File: src/rtl/jpeg_enc_pkg.sv
// Shared definitions for the JPEG entropy-coded output path: accumulator sizing,
// stuffing constants and the packer control states.
package jpeg_enc_pkg;

  localparam int ACC_W_DEFAULT   = 32;
  localparam int MAX_LEN_DEFAULT = 16;

  localparam logic [7:0] JPEG_STUFF_TRIGGER = 8'hFF;
  localparam logic [7:0] JPEG_STUFF_BYTE    = 8'h00;

  typedef enum logic [1:0] {
    ST_RUN   = 2'd0,
    ST_FLUSH = 2'd1,
    ST_DONE  = 2'd2
  } pack_state_t;

  // Fill the unused low bits of a partial byte with 1s; 'used' counts the
  // valid bits already present at the MSB end (0..8).
  function automatic logic [7:0] pad_byte(input logic [7:0] partial, input logic [3:0] used);
    return partial | (8'hFF >> used);
  endfunction

endpackage

File: src/rtl/jpeg_byte_stuffer.sv
// Output byte register with JPEG 0xFF/0x00 stuffing. The accumulator offers a
// byte via has_byte/next_byte and learns it was consumed through take.
module jpeg_byte_stuffer
  import jpeg_enc_pkg::*;
(
  input  logic       clock,
  input  logic       reset_n,
  input  logic       has_byte,
  input  logic [7:0] next_byte,
  output logic       take,
  output logic       reg_free,
  output logic       stuff_pending,
  output logic       byte_valid,
  input  logic       byte_ready,
  output logic [7:0] byte_data
);

  // Handshake: a byte moves on every edge where byte_valid && byte_ready.
  // byte_valid/byte_data only change when the register is empty or that
  // handshake happens, so the data is held stable under backpressure.
  assign reg_free = !byte_valid || byte_ready;

  // A pending stuff byte has priority over fresh accumulator data.
  assign take = reg_free && !stuff_pending && has_byte;

  always_ff @(posedge clock or negedge reset_n) begin
    if (!reset_n) begin
      byte_valid    <= 1'b0;
      byte_data     <= 8'h00;
      stuff_pending <= 1'b0;
    end else if (reg_free) begin
      if (stuff_pending) begin
        byte_valid    <= 1'b1;
        byte_data     <= JPEG_STUFF_BYTE;
        stuff_pending <= 1'b0;
      end else if (has_byte) begin
        byte_valid    <= 1'b1;
        byte_data     <= next_byte;
        stuff_pending <= (next_byte == JPEG_STUFF_TRIGGER);
      end else begin
        byte_valid    <= 1'b0;
      end
    end
  end

endmodule

File: src/rtl/jpeg_bitstream_packer.sv
// Packs MSB-first variable-length codes into a stuffed JPEG byte stream and,
// on flush, pads the final partial byte with 1s before pulsing flush_done.
module jpeg_bitstream_packer
  import jpeg_enc_pkg::*;
#(
  parameter int ACC_W   = ACC_W_DEFAULT,
  parameter int MAX_LEN = MAX_LEN_DEFAULT
)(
  input  logic        clock,
  input  logic        reset_n,
  input  logic        code_valid,
  output logic        code_ready,
  input  logic [15:0] code_data,
  input  logic [4:0]  code_len,
  input  logic        flush,
  output logic        byte_valid,
  input  logic        byte_ready,
  output logic [7:0]  byte_data,
  output logic        flush_done,
  output logic        busy,
  output pack_state_t fsm_state
);

  localparam int CNT_W = $clog2(ACC_W + 1);
  localparam logic [CNT_W-1:0] BYTE_BITS   = CNT_W'(8);
  localparam logic [CNT_W-1:0] READY_LIMIT = CNT_W'(ACC_W - MAX_LEN);
  localparam logic [CNT_W-1:0] ACC_BITS    = CNT_W'(ACC_W);

  pack_state_t      state, state_next;
  logic [ACC_W-1:0] acc, acc_next, acc_base, code_placed;
  logic [CNT_W-1:0] cnt, cnt_next, cnt_base, top_shift;
  logic [15:0]      code_bits;
  logic             ready_en;
  logic             accept, has_byte, take, reg_free, stuff_pending, pad_now;

  // ready_en keeps code_ready low during the reset cycle itself.
  assign has_byte   = (cnt >= BYTE_BITS);
  assign code_ready = ready_en && (state == ST_RUN) && (cnt <= READY_LIMIT);
  assign accept     = code_valid && code_ready;
  assign pad_now    = (state == ST_FLUSH) && (cnt != '0) && (cnt < BYTE_BITS);

  // acc is left-aligned: the top cnt bits are valid, everything below is zero.
  // New code bits are placed right under the post-extraction valid region.
  always_comb begin
    code_bits   = code_data & ~(16'hFFFF << code_len);
    top_shift   = ACC_BITS - CNT_W'(code_len);
    acc_base    = take ? (acc << 8) : acc;
    cnt_base    = take ? (cnt - BYTE_BITS) : cnt;
    code_placed = (ACC_W'(code_bits) << top_shift) >> cnt_base;
    acc_next    = acc_base;
    cnt_next    = cnt_base;
    if (accept) begin
      acc_next = acc_base | code_placed;
      cnt_next = cnt_base + CNT_W'(code_len);
    end else if (pad_now) begin
      acc_next[ACC_W-1 -: 8] = pad_byte(acc[ACC_W-1 -: 8], cnt[3:0]);
      cnt_next               = BYTE_BITS;
    end
  end

  always_comb begin
    state_next = state;
    case (state)
      ST_RUN:   if (flush) state_next = ST_FLUSH;
      ST_FLUSH: if ((cnt == '0) && !stuff_pending && reg_free) state_next = ST_DONE;
      ST_DONE:  state_next = ST_RUN;
      default:  state_next = ST_RUN;
    endcase
  end

  always_ff @(posedge clock or negedge reset_n) begin
    if (!reset_n) begin
      state    <= ST_RUN;
      acc      <= '0;
      cnt      <= '0;
      ready_en <= 1'b0;
    end else begin
      state    <= state_next;
      acc      <= acc_next;
      cnt      <= cnt_next;
      ready_en <= 1'b1;
    end
  end

  jpeg_byte_stuffer u_stuffer (
    .clock         (clock),
    .reset_n       (reset_n),
    .has_byte      (has_byte),
    .next_byte     (acc[ACC_W-1 -: 8]),
    .take          (take),
    .reg_free      (reg_free),
    .stuff_pending (stuff_pending),
    .byte_valid    (byte_valid),
    .byte_ready    (byte_ready),
    .byte_data     (byte_data)
  );

  assign flush_done = (state == ST_DONE);
  assign busy       = (state == ST_FLUSH) || (cnt != '0) || byte_valid;
  assign fsm_state  = state;

  cnt_bound: assert property (@(posedge clock) disable iff (!reset_n) cnt <= ACC_BITS);

endmodule

File: config.mk
export PLATFORM = sky130hd
export DESIGN_NAME = jpeg_bitstream_packer
export DESIGN_NICKNAME = d
export VERILOG_FILES = /design/src/rtl/jpeg_enc_pkg.sv /design/src/rtl/jpeg_byte_stuffer.sv /design/src/rtl/jpeg_bitstream_packer.sv
export SDC_FILE = /design/constraint.sdc
export NUM_CORES = 1
export LEC_CHECK = 0
export ABC_CLOCK_PERIOD_IN_PS = 4850
export BUFFER_PORTS_ARGS = -buffer_cell sky130_fd_sc_hd__clkbuf_2
export CORE_MARGIN = 4
export CORE_UTILIZATION = 40
export CTS_CLUSTER_SIZE = 8
export DETAILED_ROUTE_END_ITERATION = 8
export PLACE_DENSITY_LB_ADDON = 0.12
export SLEW_MARGIN = 5
export SYNTH_ARGS = -nofsm -noshare
export SYNTH_HDL_FRONTEND = slang
export SYNTH_SLANG_ARGS = --single-unit
File: constraint.sdc
create_clock -name clock -period 4.85 [get_ports clock]
set_input_delay 0.485 -clock clock [delete_from_list [all_inputs] [get_ports clock]]
set_output_delay 0.485 -clock clock [all_outputs]
set_load 0.02 [all_outputs]
==> flow_summary.toml <==
[outcome]
status = "finished clean"

[worst_setup_path]
cp.required_ps = 5070
max_stage_delay_ps = 840
crit_fanout = 9
cp.arrival_ps = 4440
r2r_slack_ps = 1210
slowest_stage = "xnor2_1"
end_kind = "register"
r2r_end = "acc[0]$_DFF_PN0_"
crit_chain = "clkbuf_2, inv_1, ha_1, nor3b_2, xnor2_1, nand2_1, a32oi_1, o21ai_0, mux2_2, mux4_2, o22a_1, o21ai_1"
reg2reg_from = "cnt[4]$_DFF_PN0_"
worstSetupPathType = "primary input to register"
r2r_cells = 11
cp-start-kind = "primary input"

[drt]
finalWirelength_um = 25830
vias = 7248
wl_met2_um = 12150
top_layer = "met4"
final_antenna_net_count = 0
dr_wl_met3_um = 1981
drtIter0Drc = 835
firstDrtPassIters = 6
wl_met1_um = 11170
drcViolationCount = 0
wl_per_cell_um = 24.84
via_per_inst = 6.969

[floorplan]
fp.dieArea_um2 = 18510
core_um2 = 16000
die_h_um = 136.1
ioPinCount = 40
initial_core_util_pct = 40.99
fp-row-count = 46
fp.dieW_um = 136.1

[clock_tree]
cts_buffer_depth = 2
cts_made_buffers = 5
post_cts_buffers = 0
htree_levels = 2
path_clk_slew_ps = 70
ctsResizeCount = 0
cts_tree = "built"
clk_latency_ps = 290
root_buffer = "clkbuf_16"
ctsHoldBuffers = 0
clkSinkCount = 51

[global_route]
grt_pass1_vias = 6723
grt_usage_pct = 27.36
overflow = 0
grt_pass1_wl_um = 39790
antenna_found_initial = 0
grt_max_degree = 53

[logic_synthesis]
ys_ff_latch = 51
synth.distinct_cells = 101
ys_async_sr_fraction_pct = 100.0
synthesis.instances = 811
synthesis.yosys.warnings = 0
ys_seq_area_share_pct = 19.46
synth_edf_count = 0
postSynthAreaPerCell_um2 = 8.087
synthesis.area_um2 = 6559
syn-num-nets = 849
synth_flop_cell = "dfrtp_1"

[timing]
timing.fmax_mhz = 237.0
setup_viol = 0
final-hold-violation-count = 0
clock_skew_ps = 4.501
tightest_slew_ps = 1114
slew_viol_final = 0
relSlewSlack_pct = 25.18
period_needed_ps = 4220
setup_tns_ps = 0
timing.final.crit_share_pct = 87.01
rsz0062_at_grt = "no"

[power_and_ir_drop]
combPwrFrac_pct = 65.7
p_total_mw = 3.214
vdd_drop_max_v = 0.0002069
internal-power_mw = 1.594
power_switching_mw = 1.619
p_sw_share_pct = 50.38
sequentialPowerShare_pct = 21.3
power.density_nw_per_um2 = 451.9
power.share.clock_pct = 13.0
leakagePower_nw = 2.778

[job]
max_cap_viol_count = 0

[hold_path]
min_path_type = "primary input to asynchronous set/reset pin"

[place]
dp_hpwl_um = 19830
routabilityCongestion = 1.043
dpl_cell_area_um2 = 6934
port_buffers = 39

[cells_and_area]
diodes = 0
final_area_um2 = 7112
layout-drive-gt1-share_pct = 17.48
nets = 861
n_fill_cell = 1695
areaGrowthSynthToFinish_pct = 8.432
==> flip-flops by register name (all words and copies together), names as in the netlist <==
name	cells
acc	32
cnt	6
fsm_state	2
ready_en	1
u_stuffer.byte_data	8
u_stuffer.byte_valid	1
u_stuffer.stuff_pending	1
==> critical path: cells and delay by family <==
kind	cells	cell delay (ps)
AND/OR/NAND/NOR	2	760
XOR/XNOR	1	840
buffers and inverters	2	160
adder cells (fa/ha/maj)	1	270
AO/OA/AOI/OAI	4	940
multiplexers	2	970
==> cells in the final DEF, fill, tap and decap left out, types with 5 or more instances in the layout <==
cell,n
a211o_1,5
a211oi_1,15
a21o_1,11
a21oi_1,41
a221oi_1,13
a22o_1,10
a22oi_1,14
a31oi_1,7
and2_1,12
buf_4,32
clkbuf_16,5
clkbuf_2,39
dfrtp_1,51
ha_1,11
inv_1,16
mux2_2,9
mux2i_1,34
mux4_2,16
nand2_1,77
nand2b_1,17
nand3_1,35
nand4_1,11
nor2_1,68
nor2b_1,8
nor3_1,16
o211ai_1,22
o21ai_0,41
o21ai_1,11
o221ai_1,24
o22ai_1,16
o31a_1,5
o31ai_1,6
xnor2_1,6
==> synth_stat cells (13+ instances only) <==
cell / number / area share [%]
inv_1: 16 / 0.92
nand2b_1: 17 / 1.6
nand3_1: 35 / 2.7
nor2_1: 68 / 3.9
mux4_2: 16 / 5.5
nor3_1: 16 / 1.2
clkbuf_1: 43 / 2.5
nand2_1: 77 / 4.4
mux2i_1: 34 / 5.2
a21oi_1: 41 / 3.1
o221ai_1: 24 / 3.2
a22oi_1: 14 / 1.6
o22ai_1: 16 / 1.5
dfrtp_1: 51 / 19
a221oi_1: 13 / 1.7
a211oi_1: 15 / 1.7
o21ai_0: 41 / 3.1
o211ai_1: 22 / 2.5
==> power by group through the flow <==
| stage | clock network, mW | registers, mW | logic, mW |
|---|---|---|---|
| global placement | 0 | 0.689 | 2.05 |
| global route | 0.441 | 0.704 | 2.27 |
| detailed placement | 0 | 0.694 | 2.06 |
| finish | 0.419 | 0.685 | 2.11 |
| CTS | 0.427 | 0.687 | 2.07 |
| floorplan | 0 | 0.699 | 1.44 |
==> layout make-up <==
cell class / count / area [um^2] / area share [%]
clock buffers: 6 / 138.9 / 1.953
clock inverters: 2 / 38.79 / 0.5454
inverters: 19 / 71.32 / 1.003
multi-input cells: 675 / 4881 / 68.63
flip-flops and latches: 51 / 1276 / 17.95
well taps: 216 / 270.3 / 3.800
repair buffers: 71 / 435.4 / 6.122
==> logic make-up after synthesis <==
family / count (synthesis) / synth area share (%)
other cells: 1 / 0.05718
buf+inv: 85 / 6.124
compound gates: 319 / 37.39
simple gates: 276 / 21.06
mux: 60 / 12.57
flops: 51 / 19.46
xor+xnor: 7 / 0.9348
fa+ha+maj: 12 / 2.404
==> worst max path at each step <==
stage | start | to | slack, ps | depth (start not counted)
global route | code_len[0] | acc[3]$_DFF_PN0_ | 480 | 13
floorplan | code_len[0] | acc[14]$_DFF_PN0_ | 1060 | 15
detailed placement | code_len[0] | acc[3]$_DFF_PN0_ | 450 | 13
global placement | code_len[2] | acc[3]$_DFF_PN0_ | 440 | 12
finish | code_len[0] | acc[14]$_DFF_PN0_ | 630 | 12
CTS | code_len[0] | acc[3]$_DFF_PN0_ | 750 | 13
==> stage by stage <==
step / setup WS [ps] / hold WS (ps) / util [%] / std cells
after floorplan: 1065 / 189.4 / - / 811
after global placement: 441.9 / 378.2 / 43.34 / 1032
after detailed placement: 449.3 / 385.7 / 43.34 / 1032
after CTS: 746.4 / 73.91 / 44.45 / 1040
after global routing: 483.9 / 87.53 / 44.45 / 1040
final: 630.2 / 69.79 / 44.45 / 1040
==> metal layers <==
| layer | vias up | GRT usage (%) |
|---|---|---|
| li1 | 3241 | - |
| met1 | 3586 | 37.56 |
| met2 | 374 | 45.49 |
| met3 | 47 | 3.701 |
| met4 | 0 | 6.831 |
| met5 | - | 0 |
Power figures use the tool's default switching activity.
